--- src/rtl/adc733_pkg.sv ---
// ============================================================================
// Module : adc733_pkg
// Brief  : Shared types, control-word fields and default config table for the
//          adc733 power-up sequencer. Option: ADC733_READBACK_EN.
// Rev    : 1.0 - initial release
// ============================================================================
`default_nettype none

package adc733_pkg;

    typedef enum logic [2:0] {
        ST_IDLE   = 3'd0,
        ST_RST    = 3'd1,
        ST_WAKE   = 3'd2,
        ST_CFG    = 3'd3,
        ST_GAP    = 3'd4,
        ST_RUN    = 3'd5,
        ST_ERR    = 3'd6
`ifdef ADC733_READBACK_EN
        , ST_VERIFY = 3'd7
`endif
    } state_t;

    // Control-word field positions
    localparam int c_bit_ctrl  = 15;
    localparam int c_bit_write = 14;
    localparam int c_addr_msb  = 13;
    localparam int c_addr_lsb  = 11;
    localparam int c_dev_msb   = 10;
    localparam int c_dev_lsb   = 8;
    localparam int c_data_msb  = 7;

    localparam logic [2:0] c_dev_addr = 3'd0;

    localparam logic [2:0] c_reg_a = 3'd0;
    localparam logic [2:0] c_reg_b = 3'd1;
    localparam logic [2:0] c_reg_c = 3'd2;
    localparam logic [2:0] c_reg_d = 3'd3;
    localparam logic [2:0] c_reg_e = 3'd4;

    localparam logic [7:0] c_data_a = 8'h01;
    localparam logic [7:0] c_data_b = 8'h2C;
    localparam logic [7:0] c_data_c = 8'h95;
    localparam logic [7:0] c_data_d = 8'hA7;
    localparam logic [7:0] c_data_e = 8'h3E;

    // Table entries past E are spare slots for N_CFG up to 8 (zero data).
    function automatic logic [15:0] cfg_word(input logic [2:0] idx, input logic wr);
        logic [15:0] w;
        logic [2:0]  addr;
        logic [7:0]  data;
        case (idx)
            3'd0:    begin addr = c_reg_a; data = c_data_a; end
            3'd1:    begin addr = c_reg_b; data = c_data_b; end
            3'd2:    begin addr = c_reg_c; data = c_data_c; end
            3'd3:    begin addr = c_reg_d; data = c_data_d; end
            3'd4:    begin addr = c_reg_e; data = c_data_e; end
            default: begin addr = idx;     data = 8'h00;    end
        endcase
        w                         = '0;
        w[c_bit_ctrl]             = 1'b1;
        w[c_bit_write]            = wr;
        w[c_addr_msb:c_addr_lsb]  = addr;
        w[c_dev_msb:c_dev_lsb]    = c_dev_addr;
        w[c_data_msb:0]           = data;
        return w;
    endfunction

endpackage

`default_nettype wire

--- src/rtl/adc733_ctrl_seq_if.sv ---
// ============================================================================
// Module : adc733_ctrl_seq_if
// Brief  : Control-word handshake between sequencer and framer.
//          Option: ADC733_READBACK_EN adds the readback return path.
// Rev    : 1.0 - initial release
// ============================================================================
`default_nettype none

interface adc733_ctrl_seq_if;
    logic        tx_valid;
    logic        tx_ready;
    logic [15:0] tx_word;
`ifdef ADC733_READBACK_EN
    logic        rx_valid;
    logic [15:0] rx_word;
`endif

    modport master (
        output tx_valid,
        output tx_word,
        input  tx_ready
`ifdef ADC733_READBACK_EN
        , input rx_valid
        , input rx_word
`endif
    );

    modport slave (
        input  tx_valid,
        input  tx_word,
        output tx_ready
`ifdef ADC733_READBACK_EN
        , output rx_valid
        , output rx_word
`endif
    );
endinterface

`default_nettype wire

--- src/rtl/adc733_cfg_rom.sv ---
// ============================================================================
// Module : adc733_cfg_rom
// Brief  : Combinational index -> control-word table (write form, plus read
//          form when ADC733_READBACK_EN is defined).
// Rev    : 1.0 - initial release
// ============================================================================
`default_nettype none

module adc733_cfg_rom
    import adc733_pkg::*;
(
    input  logic [2:0]  idx_i,
    output logic [15:0] wr_word_o
`ifdef ADC733_READBACK_EN
    , output logic [15:0] rd_word_o
`endif
);

    assign wr_word_o = cfg_word(idx_i, 1'b1);
`ifdef ADC733_READBACK_EN
    assign rd_word_o = cfg_word(idx_i, 1'b0);
`endif

endmodule

`default_nettype wire

--- src/rtl/adc733_ctrl_seq.sv ---
// ============================================================================
// Module : adc733_ctrl_seq
// Brief  : adc733 codec power-up / configuration sequencer with data-mode
//          frame strobes. Option: ADC733_READBACK_EN (verify pass).
// Rev    : 1.0 - initial release
// ============================================================================
`default_nettype none

module adc733_ctrl_seq
    import adc733_pkg::*;
#(
    parameter int N_CFG         = 5,
    parameter int RST_CYCLES    = 12,
    parameter int SETTLE_CYCLES = 1200,
    parameter int TMO_CYCLES    = 4095
) (
    input  logic               clk,
    input  logic               rst_l,
    input  logic               start_i,
    input  logic               sync_i,
    adc733_ctrl_seq_if.master  tx_if,
    output logic               codec_rst_l_o,
    output logic               se_o,
    output logic               frame_go_o,
    output logic               busy_o,
    output logic               done_o,
    output logic               err_o
);

    localparam int c_max_rs  = (RST_CYCLES > SETTLE_CYCLES) ? RST_CYCLES : SETTLE_CYCLES;
    localparam int c_cnt_max = (c_max_rs > TMO_CYCLES) ? c_max_rs : TMO_CYCLES;
    localparam int c_cw      = $clog2(c_cnt_max + 1);

    localparam logic [c_cw-1:0] c_rst_load    = c_cw'(RST_CYCLES - 1);
    localparam logic [c_cw-1:0] c_settle_load = c_cw'(SETTLE_CYCLES - 1);
    localparam logic [c_cw-1:0] c_tmo_load    = c_cw'(TMO_CYCLES - 1);
    localparam logic [2:0]      c_last_idx    = 3'(N_CFG - 1);

    state_t           state_q, state_d;
    logic [c_cw-1:0]  cnt_q, cnt_d;
    logic [2:0]       idx_q, idx_d;
    logic             tx_valid_q, tx_valid_d;
    logic [15:0]      tx_word_q, tx_word_d;
    logic             codec_rst_l_q, codec_rst_l_d;
    logic             se_q, se_d;
    logic             frame_go_q, frame_go_d;
    logic             busy_q, busy_d;
    logic             done_q, done_d;
    logic             err_q, err_d;
    logic [15:0]      rom_wr_word;
    logic             cnt_zero;
    logic             xfer;
`ifdef ADC733_READBACK_EN
    logic             vph_q, vph_d;
    logic [15:0]      rom_rd_word;
`endif

    // ROM is addressed with the next index so tx_word lands in step with tx_valid
    adc733_cfg_rom u_rom (
        .idx_i     (idx_d),
        .wr_word_o (rom_wr_word)
`ifdef ADC733_READBACK_EN
        , .rd_word_o (rom_rd_word)
`endif
    );

    assign cnt_zero = (cnt_q == '0);
    assign xfer     = tx_valid_q && tx_if.tx_ready;

    always_comb begin
        state_d = state_q;
        cnt_d   = cnt_q;
        idx_d   = idx_q;
`ifdef ADC733_READBACK_EN
        vph_d   = vph_q;
`endif
        if (start_i) begin
            state_d = ST_RST;
            cnt_d   = c_rst_load;
            idx_d   = '0;
`ifdef ADC733_READBACK_EN
            vph_d   = 1'b0;
`endif
        end else begin
            case (state_q)
                ST_RST: begin
                    if (cnt_zero) begin
                        state_d = ST_WAKE;
                        cnt_d   = c_settle_load;
                    end else begin
                        cnt_d = cnt_q - 1'b1;
                    end
                end
                ST_WAKE: begin
                    if (cnt_zero) begin
                        state_d = ST_CFG;
                        idx_d   = '0;
                        cnt_d   = c_tmo_load;
                    end else begin
                        cnt_d = cnt_q - 1'b1;
                    end
                end
                ST_CFG: begin
                    if (xfer) begin
                        state_d = ST_GAP;
                    end else if (cnt_zero) begin
                        state_d = ST_ERR;
                    end else begin
                        cnt_d = cnt_q - 1'b1;
                    end
                end
                ST_GAP: begin
                    if (idx_q == c_last_idx) begin
`ifdef ADC733_READBACK_EN
                        state_d = ST_VERIFY;
                        idx_d   = '0;
                        cnt_d   = c_tmo_load;
                        vph_d   = 1'b0;
`else
                        state_d = ST_RUN;
`endif
                    end else begin
                        state_d = ST_CFG;
                        idx_d   = idx_q + 1'b1;
                        cnt_d   = c_tmo_load;
                    end
                end
`ifdef ADC733_READBACK_EN
                // Phase 0 issues the read command, phase 1 waits for the reply
                ST_VERIFY: begin
                    if (!vph_q) begin
                        if (xfer) begin
                            vph_d = 1'b1;
                            cnt_d = c_tmo_load;
                        end else if (cnt_zero) begin
                            state_d = ST_ERR;
                        end else begin
                            cnt_d = cnt_q - 1'b1;
                        end
                    end else if (tx_if.rx_valid) begin
                        if (tx_if.rx_word[7:0] != tx_word_q[7:0]) begin
                            state_d = ST_ERR;
                        end else if (idx_q == c_last_idx) begin
                            state_d = ST_RUN;
                        end else begin
                            idx_d = idx_q + 1'b1;
                            vph_d = 1'b0;
                            cnt_d = c_tmo_load;
                        end
                    end else if (cnt_zero) begin
                        state_d = ST_ERR;
                    end else begin
                        cnt_d = cnt_q - 1'b1;
                    end
                end
`endif
                ST_IDLE, ST_RUN, ST_ERR: begin
                    state_d = state_q;
                end
                default: begin
                    state_d = ST_IDLE;
                end
            endcase
        end

        // Outputs are decoded from the next state so every pin is a flop
        tx_valid_d    = (state_d == ST_CFG);
        tx_word_d     = (state_d == ST_CFG) ? rom_wr_word : 16'h0000;
`ifdef ADC733_READBACK_EN
        if (state_d == ST_VERIFY) begin
            tx_valid_d = !vph_d;
            tx_word_d  = rom_rd_word;
        end
`endif
        busy_d        = (state_d == ST_RST) || (state_d == ST_WAKE) ||
                        (state_d == ST_CFG) || (state_d == ST_GAP)
`ifdef ADC733_READBACK_EN
                        || (state_d == ST_VERIFY)
`endif
                        ;
        se_d          = (busy_d && (state_d != ST_RST)) || (state_d == ST_RUN);
        codec_rst_l_d = se_d;
        done_d        = (state_d == ST_RUN);
        err_d         = (state_d == ST_ERR);
        frame_go_d    = sync_i && (state_q == ST_RUN) && (state_d == ST_RUN);
    end

    always_ff @(posedge clk) begin
        if (!rst_l) begin
            state_q       <= ST_IDLE;
            cnt_q         <= '0;
            idx_q         <= '0;
            tx_valid_q    <= 1'b0;
            tx_word_q     <= '0;
            codec_rst_l_q <= 1'b0;
            se_q          <= 1'b0;
            frame_go_q    <= 1'b0;
            busy_q        <= 1'b0;
            done_q        <= 1'b0;
            err_q         <= 1'b0;
`ifdef ADC733_READBACK_EN
            vph_q         <= 1'b0;
`endif
        end else begin
            state_q       <= state_d;
            cnt_q         <= cnt_d;
            idx_q         <= idx_d;
            tx_valid_q    <= tx_valid_d;
            tx_word_q     <= tx_word_d;
            codec_rst_l_q <= codec_rst_l_d;
            se_q          <= se_d;
            frame_go_q    <= frame_go_d;
            busy_q        <= busy_d;
            done_q        <= done_d;
            err_q         <= err_d;
`ifdef ADC733_READBACK_EN
            vph_q         <= vph_d;
`endif
        end
    end

    assign tx_if.tx_valid = tx_valid_q;
    assign tx_if.tx_word  = tx_word_q;
    assign codec_rst_l_o  = codec_rst_l_q;
    assign se_o           = se_q;
    assign frame_go_o     = frame_go_q;
    assign busy_o         = busy_q;
    assign done_o         = done_q;
    assign err_o          = err_q;

endmodule

`default_nettype wire

--- src/flat_wrapper.sv ---
// flat-port wrapper written by rule: the top's interface ports become plain ports
module adc733_ctrl_seq_flat import adc733_pkg::*;
#(
    parameter int N_CFG         = 5,
    parameter int RST_CYCLES    = 12,
    parameter int SETTLE_CYCLES = 1200,
    parameter int TMO_CYCLES    = 4095
)
  (clk, rst_l, start_i, sync_i, codec_rst_l_o, se_o, frame_go_o, busy_o, done_o, err_o, tx_if_tx_valid, tx_if_tx_word, tx_if_tx_ready);
  adc733_ctrl_seq_if tx_if_i ();
  input  logic clk;
  input  logic rst_l;
  input  logic start_i;
  input  logic sync_i;
  output logic codec_rst_l_o;
  output logic se_o;
  output logic frame_go_o;
  output logic busy_o;
  output logic done_o;
  output logic err_o;
  output wire logic [$bits(tx_if_i.tx_valid)-1:0] tx_if_tx_valid;
  output wire logic [$bits(tx_if_i.tx_word)-1:0] tx_if_tx_word;
  input wire logic [$bits(tx_if_i.tx_ready)-1:0] tx_if_tx_ready;
  assign tx_if_tx_valid = tx_if_i.tx_valid;
  assign tx_if_tx_word = tx_if_i.tx_word;
  assign tx_if_i.tx_ready = tx_if_tx_ready;
  adc733_ctrl_seq #(.N_CFG(N_CFG), .RST_CYCLES(RST_CYCLES), .SETTLE_CYCLES(SETTLE_CYCLES), .TMO_CYCLES(TMO_CYCLES)) u_core (.clk(clk), .rst_l(rst_l), .start_i(start_i), .sync_i(sync_i), .tx_if(tx_if_i), .codec_rst_l_o(codec_rst_l_o), .se_o(se_o), .frame_go_o(frame_go_o), .busy_o(busy_o), .done_o(done_o), .err_o(err_o));
endmodule
--- config.mk ---
export PLATFORM = sky130hd
export DESIGN_NAME = adc733_ctrl_seq_flat
export DESIGN_NICKNAME = d
export VERILOG_FILES = /design/src/rtl/adc733_pkg.sv /design/src/rtl/adc733_ctrl_seq_if.sv /design/src/rtl/adc733_cfg_rom.sv /design/src/rtl/adc733_ctrl_seq.sv /design/src/flat_wrapper.sv
export SDC_FILE = /design/constraint.sdc
export NUM_CORES = 1
export LEC_CHECK = 0
export CAP_MARGIN = 25
export CORE_MARGIN = 5
export CORE_UTILIZATION = 35
export DETAILED_ROUTE_END_ITERATION = 10
export PLACE_DENSITY = 0.55
export SYNTH_ARGS = -nofsm -noshare
export SYNTH_HDL_FRONTEND = slang
export SYNTH_HIERARCHICAL = 1
export SYNTH_SLANG_ARGS = --single-unit
--- constraint.sdc ---
create_clock -name clk -period 3.75 [get_ports clk]
set_input_delay 0.75 -clock clk [delete_from_list [all_inputs] [get_ports clk]]
set_output_delay 0.75 -clock clk [all_outputs]
set_load 0.005 [all_outputs]
---- Yosys cells after proc, flatten, opt, wreduce, memory -nomap -nowiden ----
Cells that the tools add are included.
Widths: inputs -> output; s select.
storage, ports and cells
  input port bits ......................... 5
  register bits ........................... 40
  output and inout bits ................... 23
  word-level logic and storage cells ...... 78
cells by class
  bitwise operators ....................... 1
  equality and inequality tests ........... 24
  multiplexer cells ....................... 21
  reductions and logical operators ........ 18
  $add $sub $neg .......................... 2
operators with widths
  cell                   number
  $mux 12                5
  $pmux 12 s4            1
  $pmux 8 s5             1
  $pmux 3 s5             2
  $mux 3                 9
  $eq 3x3->1 const B     8
  $eq 3x2->1 const B     6
  $mux 16                1
  $logic_not 12->1       1
  $sub 12x1->12 const B  1
  $eq 3x1->1 const B     3
  $ne 3x3->1 const B     3
  $reduce_and 4->1       2
  $logic_not 3->1        2
  $ne 2x2->1 const B     3
  $pmux 3 s2             1
  $reduce_bool 5->1      1
  $logic_and 1x1->1      4
  $logic_or 1x1->1       4
  $mux 4                 1
  $reduce_bool 4->1      1
  $add 3x1->3 const B    1
  $ne 3x1->1 const B     1
  $reduce_or 3->1        1
  3 further kinds        3

---- Logic depth before layout (Yosys ltp) ----
Gate-level depths: netlist of the first run.
  depth after elaboration ................. 11
  depth in mapped cells ................... 10
  mapped depth without buffers ............ 10

---- By module ----
The synthesis of the first run kept the hierarchy.
by module, submodules not included
  module           instances  area an instance (µm²)  sequential area each (µm²)  cells an instance
  adc733_ctrl_seq  1          1865.5                  800.8                       212
  adc733_cfg_rom   1          157.7                   0.0                         23

---- Worst setup path before layout of the first run ----
No wires, ideal clock.
  path type ............................... register -> register
  start ................................... reg u_core.state_q[1]
  end ..................................... reg u_core.tx_word_q[5] (netlist: u_core/tx_if.tx_word[5])
  arrival ................................. 1899 ps
  path buffers ............................ 1
  stages on the path, launching flop included .. 10
  library setup time ...................... 115 ps
  clock period less this slack ............ 2014 ps
  setup slack ............................. 1736 ps
  required time ........................... 3635 ps
  path through ............................ dfxtp_1 -> buf_4 -> nor3b_2 -> nand2_1 -> nor2_1 -> a21oi_1 -> nor2_1 -> nor2_2 -> mux2_4 -> and2_1
on the way
  elaborated cells between the ends (all ways) .. 24
  classes of those cells .................. eq/ne (11); mux (9); reduce/logical (4)
RTL lines
  item                                             RTL line                text
  from (decl)                                      adc733_ctrl_seq.sv:39   state_t state_q, state_d;
  from (signal assigned)                           adc733_ctrl_seq.sv:205  state_q <= state_d;
  $eq 3x3->1 / $eq 3x2->1 (equally long branches)  adc733_ctrl_seq.sv:85   case (state_q)
  $pmux 3 s2 (*)                                   adc733_ctrl_seq.sv:85
  $mux 3 (*)                                       adc733_ctrl_seq.sv:77   if (start_i) begin
  via u_core.idx_d[0]                              adc733_ctrl_seq.sv:41   logic [2:0] idx_q, idx_d;
  $eq 3x3->1 (tied with other cells)               adc733_pkg.sv:52        case (idx)
  $pmux 8 s5 (*)                                   adc733_pkg.sv:52
  via u_core.rom_wr_word[5]                        adc733_ctrl_seq.sv:50   logic [15:0] rom_wr_word;
  to (signal assigned)                             adc733_ctrl_seq.sv:209  tx_word_q <= tx_word_d;
  to (decl)                                        adc733_ctrl_seq.sv:43   logic [15:0] tx_word_q, tx_word_d;
The timed path passes the listed nets; every way through them passes the cells marked *.
A chain may end at the register's enable or synchronous reset.

---- Worst setup path after layout of the first run ----
  start ................................... reg u_core.state_q[2]
  end ..................................... reg u_core.tx_word_q[5] (netlist: u_core/tx_if.tx_word[5])
Same word-level chain as after synthesis.

==> metrics.md, run 1 <==
| Metric | Value |
|---|---|
| Initial antenna violation count | 0 |
| Post-CTS Setup Bufs | 0 |
| Vias post-DR | 1710 |
| Library cells used by synthesis | 47 |
| CORE AREA | 0.005574 mm2 |
| Pwr Density | 412.0 mW/mm2 |
| Seq. cell area | 800.8 um2 |
| Starting Density | 36.30% |
| Post_cts resized | 0 |
| Max-slew violations | 0 |
| Final hold vios | 0 |
| DP Wirelength | 3.260 mm |
| CP endpoint kind | flop |
| Mapped Cells | 235 |
| Final Wtd Congestion | 0.7754 |
| # hold bufs at CTS | 0 |
| Total track usage | 13.24% |
| I/O pin cnt | 28 |
| Initial DRC count | 103 |
| Min-delay src | u_core/cnt_q[5] |
| Synth top area cells | dfxtp_1, and2_1, a21oi_1, buf_4, nand3_1 |
| Flop and latch count out of synthesis | 40 |
| Share of layout cells above drive strength 1 | 9.020% |
| Crit-path max FO | 17 |
| Synth Area per Inst | 8.609 um2 |
| WL/cell | 14.02 um |
| Hold crit path type | reg2reg |
| R2R Setup Slk | 1130 ps |
| Largest net degree at the start of global routing | 18 |
| Hold depth | 2 |
| Fin crit share | 69.94% |
| TritonCTS clock tree | built |
| Site row count | 27 |
| Synth async-reset ratio | 0% |
| Final #Nets | 264 |
| Die Ht | 86.03 um |
| Commonest non-fill, non-tap cells in the layout | dfxtp_1, clkdlybuf4s50_1, a21oi_1 |
| R2R cell count | 8 |
| Static Leak | 0.8856 nW |
| Status | complete, no violations |
| Top_reg_cell synth | dfxtp_1 |
| Cell accounting for the most synthesized area | dfxtp_1 |
| Antenna diodes | 0 |
| Placed cell count | 320 |
| Total grt overflow | 0 |
| Clock transition at path regs | 80 ps |
| Via density | 5.229 |
| Startpoint Class | flop |
| Rel. slew slack | 41.15% |
| Total Die Area | 0.007401 mm2 |
| Clk root buf | clkbuf_8 |
| Worst-skew pair later-pin latency | 300 ps |
| Port buffer count | 27 |
| Setup TNS Final | 0 ps |
| Hold Path End | u_core/cnt_q[5] |
| Worst EP arrival | 2820 ps |
| Post-route insts no fill | 327 |
| Multi-input gate area in the final layout | 0.001085 mm2 |
| Sequential fraction of the synthesis area | 39.58% |
| Synth top area share | 39.58% |
| Post-synthesis cell area | 0.002023 mm2 |
| Total detailed-routing wirelength | 4.584 mm |
| Reg-to-Reg End | u_core/tx_if.tx_word[5] |
| Detailed Routing Iterations Pass 1 | 4 |
| Req. time, crit path | 3940 ps |
| Setup CP Type | reg2reg |
| Tmin final | 2623 ps |
| Area Growth Syn to Fin | 19.60% |
| # DRC | 0 |
| TritonCTS Buffers | 5 |
| Die Wd | 86.03 um |
| Fillers | 563 |
| CTS max path bufs | 2 |
| Peak VDD IR | 0.2235 mV |
| RSZ-0062 raised after global routing | no |
| Global-route wire length before repair | 7.734 mm |
| Vias in the first global route | 1634 |
| H-Tree Depth | 2 |
| Most common cell after layout, fill and taps aside | dfxtp_1 |
| Worst-Margin Slew | 874.7 ps |
| RR Startpoint | u_core/state_q[2] |
| Final setup violation count | 0 |
| Post-synth EDFFs | 0 |
| Ys Warns | 6 |
| Max_cap viols | 0 |
| Achievable clock frequency | 0.3813 GHz |
| Clk_skew | 10.57 ps |
| Post-route ant nets | 0 |
| CTS sink count | 40 |
==> critical path, stage by stage, from the launching register on <==
cell and delay, ps:
dfxtp_1 640, nor3b_2 550, nand2_1 210, nor2_1 130, a21oi_1 60, nor2_1 430, nor2_2 100, mux2_4 270
and2_1 130
==> layer usage <==
layer / GRT usage (%) / wire length, um / up-vias
met5: 0 / 0 / -
met4: 6.475 / 97 / 0
met3: 4.515 / 346 / 12
met2: 20.81 / 2090 / 54
met1: 16.06 / 2049 / 798
li1: - / - / 846
==> report_power, final <==
part,internal (mW),leakage (nW),total [mW],switching (mW)
logic,0.0544,0.497,0.131,0.0770
clock network,0.262,0.0642,0.409,0.147
registers,0.437,0.325,0.456,0.0194
total,0.753,0.886,0.997,0.244
==> metrics by stage <==
stage	area [um2]	power (mW)	setup slack, ps	hold slack, ps	util (%)
floorplan	2038	0.5654	1736	482.3	-
global placement	2291	0.5955	1039	522.1	41.10
detailed placement	2291	0.5960	982.2	532.1	41.10
CTS	2420	1.009	1095	545.1	43.41
global route	2420	1.044	791.6	587.6	43.41
finish	2420	0.9970	1127	538.6	43.41
==> registers in the layout, summed over array words and instances, names as in the netlist <==
| signal | cells |
|---|---|
| u_core/tx_if.tx_word | 16 |
| u_core/cnt_q | 12 |
| u_core/idx_q | 3 |
| u_core/state_q | 3 |
| u_core/busy_o | 1 |
| u_core/done_o | 1 |
| u_core/err_o | 1 |
| u_core/frame_go_o | 1 |
| u_core/se_o | 1 |
| u_core/tx_if.tx_valid | 1 |
==> cell families (layout without fill, tap and decap cells) <==
logic type	after synthesis	count (layout)	synth area share, %
buffers and inverters	29	45	7.545
adders and majority gates	4	4	2.474
DFF	40	40	39.58
xor gates and xnor gates	5	5	2.164
muxes	1	1	0.7419
and+or+nand+nor	97	97	28.39
AOI/OAI and AO/OA	57	57	18.74
other	2	6	0.3712
==> worst max-delay path by stage <==
stage                                 start                        to  slack, ps  depth (start not counted)
after floorplan           u_core/state_q[1]   u_core/tx_if.tx_word[5]       1740                          9
after global placement              start_i   u_core/tx_if.tx_word[2]       1040                          6
after detailed placement            start_i  u_core/tx_if.tx_word[15]        980                          6
after CTS                 u_core/state_q[2]   u_core/tx_if.tx_word[5]       1100                          8
after global routing      u_core/state_q[2]   u_core/tx_if.tx_word[5]        790                          8
final                     u_core/state_q[2]   u_core/tx_if.tx_word[5]       1130                          8
==> final cells by class <==
cell class	count	share of cell area, %
repair buffers	28	11.48
multi-input cells	170	44.83
flip-flops and latches	40	33.09
clock inverters	2	2.482
inverters	10	1.551
well taps	72	3.723
clock buffers	5	2.844
==> synth_stat cells, drive strengths merged (7+ instances only) <==
cell type,count
nor2b,7
and2,19
o21ai,11
buf,12
dfxtp,40
nand2,16
inv,10
nor2,18
a21oi,20
clkbuf,7
nand3,13
(Power assumes the default switching activity.)
==> run 2, diff against run 1 <==
==> constraint.sdc (replaced) <==
create_clock -name clk -period 2.6 [get_ports clk]
set_input_delay 0.52 -clock clk [delete_from_list [all_inputs] [get_ports clk]]
set_output_delay 0.52 -clock clk [all_outputs]
set_load 0.005 [all_outputs]
==> metrics.md, run 2 (same netlist as run 1, synthesis figures left out) <==
| Metric | Value |
|---|---|
| Final #Nets | 277 (was 264) |
| Die Ht | 86.03 um (unchanged) |
| Total grt overflow | 0 (unchanged) |
| CTS max path bufs | 2 (unchanged) |
| Commonest non-fill, non-tap cells in the layout | dfxtp_1, clkdlybuf4s50_1, a21oi_1 (unchanged) |
| Port buffer count | 27 (unchanged) |
| Setup CP Type | reg2reg (unchanged) |
| CORE AREA | 0.005574 mm2 (unchanged) |
| Worst path max stage delay | 420 ps (was 640 ps) |
| Worst EP arrival | 2340 ps (was 2820 ps) |
| Top delay family on crit path | simple AND/OR/NAND/NOR gates (unchanged) |
| Worst hold slack | 538.1 ps (was 538.6 ps) |
| Total detailed-routing wirelength | 4.669 mm (was 4.584 mm) |
| H-Tree Depth | 2 (unchanged) |
| Hold crit path type | reg2reg (unchanged) |
| Antenna diodes | 0 (unchanged) |
| Fin crit share | 82.40% (was 69.94%) |
| Static Leak | 0.9426 nW (was 0.8856 nW) |
| Pwr Density | 550.4 mW/mm2 (was 412.0 mW/mm2) |
| Vias post-DR | 1686 (was 1710) |
| Initial antenna violation count | 0 (unchanged) |
| Sw Ratio | 26.73% (was 24.45%) |
| Slowest CP cell | dfxtp_1 (unchanged) |
| Detailed Routing Iterations Pass 1 | 4 (unchanged) |
| Crit-path most repeated cell | nor2_1 (unchanged) |
| Final Wtd Congestion | 0.8358 (was 0.7754) |
| Starting Density | 36.30% (unchanged) |
| Max-slew violations | 0 (unchanged) |
| Site row count | 27 (unchanged) |
| Area Growth Syn to Fin | 23.56% (was 19.60%) |
| RSZ-0062 raised after global routing | no (unchanged) |
| Clk_skew | 8.624 ps (was 10.57 ps) |
| Max_cap viols | 0 (unchanged) |
| Initial DRC count | 70 (was 103) |
| Post-route ant nets | 0 (unchanged) |
| Clock share of power | 37.1% (was 41.0%) |
| Max FFs per register | 16 (unchanged) |
| # hold bufs at CTS | 0 (unchanged) |
| I/O pin cnt | 28 (unchanged) |
| Status | complete, no violations (unchanged) |
| Sw power | 367.8 uW (was 243.8 uW) |
| Worst-skew pair later-pin latency | 300 ps (about the same) |
| WL/cell | 13.69 um (was 14.02 um) |
| Sequential share of power | 47.7% (was 45.8%) |
| # DRC | 0 (unchanged) |
| Global-route wire length before repair | 8.204 mm (was 7.734 mm) |
| Total track usage | 13.93% (was 13.24%) |
| Final setup violation count | 0 (unchanged) |
| Tmin final | 2142 ps (was 2623 ps) |
| Design area | 0.002500 mm2 (was 0.002420 mm2) |
| Peak VDD IR | 0.2399 mV (was 0.2235 mV) |
| Post-DP Area | 0.002389 mm2 (was 0.002291 mm2) |
| TritonCTS Buffers | 5 (unchanged) |
| Setup TNS Final | 0 ps (unchanged) |
| Crit-path max FO | 10 (was 17) |
| CTS sink count | 40 (unchanged) |
| Req. time, crit path | 2800 ps (was 3940 ps) |
| Total Die Area | 0.007401 mm2 (unchanged) |
| Die Wd | 86.03 um (unchanged) |
| Post_cts resized | 0 (unchanged) |
| Vias in the first global route | 1735 (was 1634) |
| Via density | 4.944 (was 5.229) |
| Largest net degree at the start of global routing | 18 (unchanged) |
| Achievable clock frequency | 0.4668 GHz (was 0.3813 GHz) |
| Worst Path Buf+Inv | 1 (was 0) |
| Combinational group share of total power | 15.2% (was 13.2%) |
| DP Wirelength | 3.439 mm (was 3.260 mm) |
| Final hold vios | 0 (unchanged) |
| Clock transition at path regs | 80 ps (about the same) |
| TritonCTS clock tree | built (unchanged) |
| Startpoint Class | flop (unchanged) |
| Most common cell after layout, fill and taps aside | dfxtp_1 (unchanged) |
| Clk root buf | clkbuf_8 (unchanged) |
| Fillers | 554 (was 563) |
| Critical path cell sequence | nor3b_2 > nand2_1 > nor2_1 > a21oi_1 > nor2_1 > buf_4 > xnor2_1 > nor2_1 > and2_1 (was nor3b_2 > nand2_1 > nor2_1 > a21oi_1 > nor2_1 > nor2_2 > mux2_4 > and2_1) |
| Share of layout cells above drive strength 1 | 13.75% (was 9.020%) |
| Int Power | 1.008 mW (was 753.3 uW) |
| Post-CTS Setup Bufs | 0 (unchanged) |
| CP endpoint kind | flop (unchanged) |
[run 2: cell types whose count changed in the layout (fill, tap and decap cells not counted)]
cell	delta
buf_4	+13
bufinv_16	-1
clkinv_2	+1
clkinvlp_4	+1
[run 2: cell type report]
type,instances,area (um2),share of cell area (%)
multi-input combinational,170,1085,43.39
clock buffer,5,68.82,2.753
clock inverter,3,42.54,1.702
inverter,10,37.54,1.502
sequential,40,800.8,32.03
tap,72,90.09,3.604
timing repair buffer,41,375.4,15.02
[run 2: power groups by stage]
| stage | clock, mW | sequential, mW | combinational [mW] |
|---|---|---|---|
| 2_1_floorplan | 0 | 0.663 | 0.152 |
| 3_3_place_gp | 0 | 0.670 | 0.209 |
| 3_5_place_dp | 0 | 0.670 | 0.209 |
| 4_1_cts | 0.531 | 0.655 | 0.210 |
| 5_1_grt | 0.566 | 0.659 | 0.238 |
| 6_report | 0.510 | 0.656 | 0.210 |
[run 2: worst paths after layout]
path         cells after the start                      end              start  slack, ps
max                              9  u_core/tx_if.tx_word[3]  u_core/state_q[0]        460
min reg2reg                      2          u_core/cnt_q[5]    u_core/cnt_q[5]        540
min                              2          u_core/cnt_q[5]    u_core/cnt_q[5]        540
max reg2reg                      9  u_core/tx_if.tx_word[3]  u_core/state_q[0]        460
[run 2: stage by stage]
step,std cells,power [mW],worst slack [ps],utilization [%]
4_1_cts,341,1.397,444.3,44.85
5_1_grt,341,1.463,200.1,44.85
6_report,341,1.376,457.7,44.85
2_1_floorplan,239,0.8155,586.3,-
3_3_place_gp,333,0.8783,450.0,42.85
3_5_place_dp,333,0.8784,461.8,42.85
[run 2: worst register-to-register path, delay by kind of cell, from the launching register on]
family	cells	cell delay, ps
xor+xnor	1	110
compound gates	1	60
simple gates	6	1270
flops	1	420
buf+inv	1	200
[run 2: metal layers]
layer | GRT usage [%] | vias up | wire length (um)
met2 | 23.97 | 34 | 2264
met5 | 0 | - | 0
li1 | - | 872 | -
met3 | 3.939 | 5 | 212
met4 | 3.885 | 0 | 47
met1 | 16.86 | 775 | 2145
==> run 3, diff against run 2 <==
==> constraint.sdc (replaced) <==
create_clock -name clk -period 2.15 [get_ports clk]
set_input_delay 0.43 -clock clk [delete_from_list [all_inputs] [get_ports clk]]
set_output_delay 0.43 -clock clk [all_outputs]
set_load 0.005 [all_outputs]
==> metrics.md, run 3 (same netlist as run 1, synthesis figures left out) <==
| Metric | Value |
|---|---|
| Status | complete, no violations (unchanged) |
| Detailed Routing Iterations Pass 1 | 4 (unchanged) |
| Most common cell after layout, fill and taps aside | dfxtp_1 (unchanged) |
| Top delay family on crit path | simple AND/OR/NAND/NOR gates (unchanged) |
| Clk root buf | clkbuf_8 (unchanged) |
| I/O pin cnt | 28 (unchanged) |
| Final setup violation count | 0 (unchanged) |
| Startpoint Class | flop (unchanged) |
| CP endpoint kind | flop (unchanged) |
| Hold crit path type | reg2reg (unchanged) |
| WP depth | 9 (unchanged) |
| Vias post-DR | 1804 (was 1686) |
| Hold depth | 2 (unchanged) |
| Slowest CP cell | dfxtp_2 (was dfxtp_1) |
| Commonest non-fill, non-tap cells in the layout | dfxtp_1, buf_4, clkdlybuf4s50_1 (was dfxtp_1, clkdlybuf4s50_1, a21oi_1) |
| Vias in the first global route | 1760 (was 1735) |
| Worst path max stage delay | 340 ps (was 420 ps) |
| Die Ht | 86.03 um (unchanged) |
| Via density | 5.067 (was 4.944) |
| Max FFs per register | 16 (unchanged) |
| Total Die Area | 0.007401 mm2 (unchanged) |
| Port buffer count | 27 (unchanged) |
| Worst-skew pair later-pin latency | 300 ps (about the same) |
| Share of layout cells above drive strength 1 | 22.89% (was 13.75%) |
| Worst hold slack | 522.2 ps (was 538.1 ps) |
| Global-route wire length before repair | 8.445 mm (was 8.204 mm) |
| Largest net degree at the start of global routing | 18 (unchanged) |
| DP Wirelength | 3.519 mm (was 3.439 mm) |
| Hold Path End | u_core/frame_go_o (was u_core/cnt_q[5]) |
| Final #Nets | 292 (was 277) |
| TritonCTS clock tree | built (unchanged) |
| Die Wd | 86.03 um (unchanged) |
| Crit-path max FO | 4 (was 10) |
| Reg-to-Reg End | u_core/tx_if.tx_word[1] (was u_core/tx_if.tx_word[3]) |
| Setup CP Type | reg2reg (unchanged) |
| Tmin final | 2000 ps (was 2142 ps) |
| Clk_skew | 6.761 ps (was 8.624 ps) |
| # hold bufs at CTS | 0 (unchanged) |
| Worst Path Buf+Inv | 1 (unchanged) |
| R2R Setup Slk | 150 ps (was 460 ps) |
| Pwr Density | 647.5 mW/mm2 (was 550.4 mW/mm2) |
| TritonCTS Buffers | 5 (unchanged) |
| Clock transition at path regs | 80 ps (about the same) |
| R2R cell count | 9 (unchanged) |
| CTS max path bufs | 2 (unchanged) |
| CTS sink count | 40 (unchanged) |
| WL/cell | 13.91 um (was 13.69 um) |
| Site row count | 27 (unchanged) |
| Total detailed-routing wirelength | 4.953 mm (was 4.669 mm) |
| Initial antenna violation count | 0 (unchanged) |
| Final hold vios | 0 (unchanged) |
| Peak VDD IR | 0.3055 mV (was 0.2399 mV) |
| Worst EP arrival | 2200 ps (was 2340 ps) |
| Total power draw | 1.747 mW (was 1.376 mW) |
| H-Tree Depth | 2 (unchanged) |
| Req. time, crit path | 2350 ps (was 2800 ps) |
| Achievable clock frequency | 0.5001 GHz (was 0.4668 GHz) |
| RR Startpoint | u_core/cnt_q[0] (was u_core/state_q[0]) |
| Post-route ant nets | 0 (unchanged) |
| Starting Density | 36.30% (unchanged) |
| Min-delay src | u_core/state_q[0] (was u_core/cnt_q[5]) |
| Dpl ws | 51.94 ps (was 461.8 ps) |
| Final Wtd Congestion | 0.8089 (was 0.8358) |
| Critical path cell sequence | inv_2 > ha_4 > nor4b_4 > nand4_1 > a31oi_1 > nor2_1 > nor2b_4 > a22o_1 > and2_1 (was nor3b_2 > nand2_1 > nor2_1 > a21oi_1 > nor2_1 > buf_4 > xnor2_1 > nor2_1 > and2_1) |
| Fin util | 48.40% (was 44.85%) |
| CORE AREA | 0.005574 mm2 (unchanged) |
| Initial DRC count | 134 (was 70) |
| Static Leak | 1.038 nW (was 0.9426 nW) |
| Setup WS post-layout | 150.3 ps (was 457.7 ps) |
| Max_cap viols | 0 (unchanged) |
| Total grt overflow | 0 (unchanged) |
| Fin crit share | 93.01% (was 82.40%) |
| Antenna diodes | 0 (unchanged) |
| Area Growth Syn to Fin | 33.33% (was 23.56%) |
| # DRC | 0 (unchanged) |
| Worst Setup SP | u_core/cnt_q[0] (was u_core/state_q[0]) |
| Total track usage | 14.11% (was 13.93%) |
| Setup TNS Final | 0 ps (unchanged) |
| Max-slew violations | 0 (unchanged) |
run 3: routing by layer:
| metal | track usage [%] | wire, um | vias to the layer above |
|---|---|---|---|
| li1 | - | - | 900 |
| met1 | 17.51 | 2192 | 835 |
| met2 | 23.48 | 2365 | 60 |
| met3 | 3.842 | 305 | 9 |
| met4 | 4.748 | 90 | 0 |
| met5 | 0 | 0 | - |
run 3: what timing repair did:
item                                    CTS  global route
endpoints found under the setup margin    0            18
setup buffers                             0             4
endpoints found under the hold margin     0             0
gates resized for setup                   0            16
run 3: how the worst max path moves through the flow:
stage | endpoint | slack (ps)
3_5_place_dp | u_core/tx_if.tx_word[11] | 50
2_1_floorplan | u_core/tx_if.tx_word[5] | 140
6_report | u_core/tx_if.tx_word[1] | 150
5_1_grt | u_core/tx_if.tx_word[5] | -10
3_3_place_gp | u_core/tx_if.tx_word[11] | 40
4_1_cts | u_core/tx_if.tx_word[11] | 20
run 3: tightest hold or removal path, cell delays in order, from the launching register on:
cell and delay (ps):
dfxtp_1 370, nand2_1 80, nor3_1 40
run 3: per-stage QoR:
| step | instance area (um2) | cells |
|---|---|---|
| 4_1_cts | 2605 | 352 |
| 6_report | 2698 | 356 |
| 5_1_grt | 2698 | 356 |
| 3_5_place_dp | 2484 | 344 |
| 3_3_place_gp | 2484 | 344 |
| 2_1_floorplan | 2038 | 239 |
run 3: report_power, final:
part / internal [mW] / switching [mW]
Combinational: 0.146 / 0.162
Sequential: 0.763 / 0.0236
Clock: 0.380 / 0.273
Total: 1.29 / 0.458
run 3: cell type report:
class | count | area [um2]
clock buffer | 6 | 82.58
timing repair buffer | 56 | 500.5
sequential | 40 | 803.3
clock inverter | 2 | 38.79
multi-input combinational | 170 | 1145
fill | 549 | 2877
inverter | 10 | 37.54
tap | 72 | 90.09
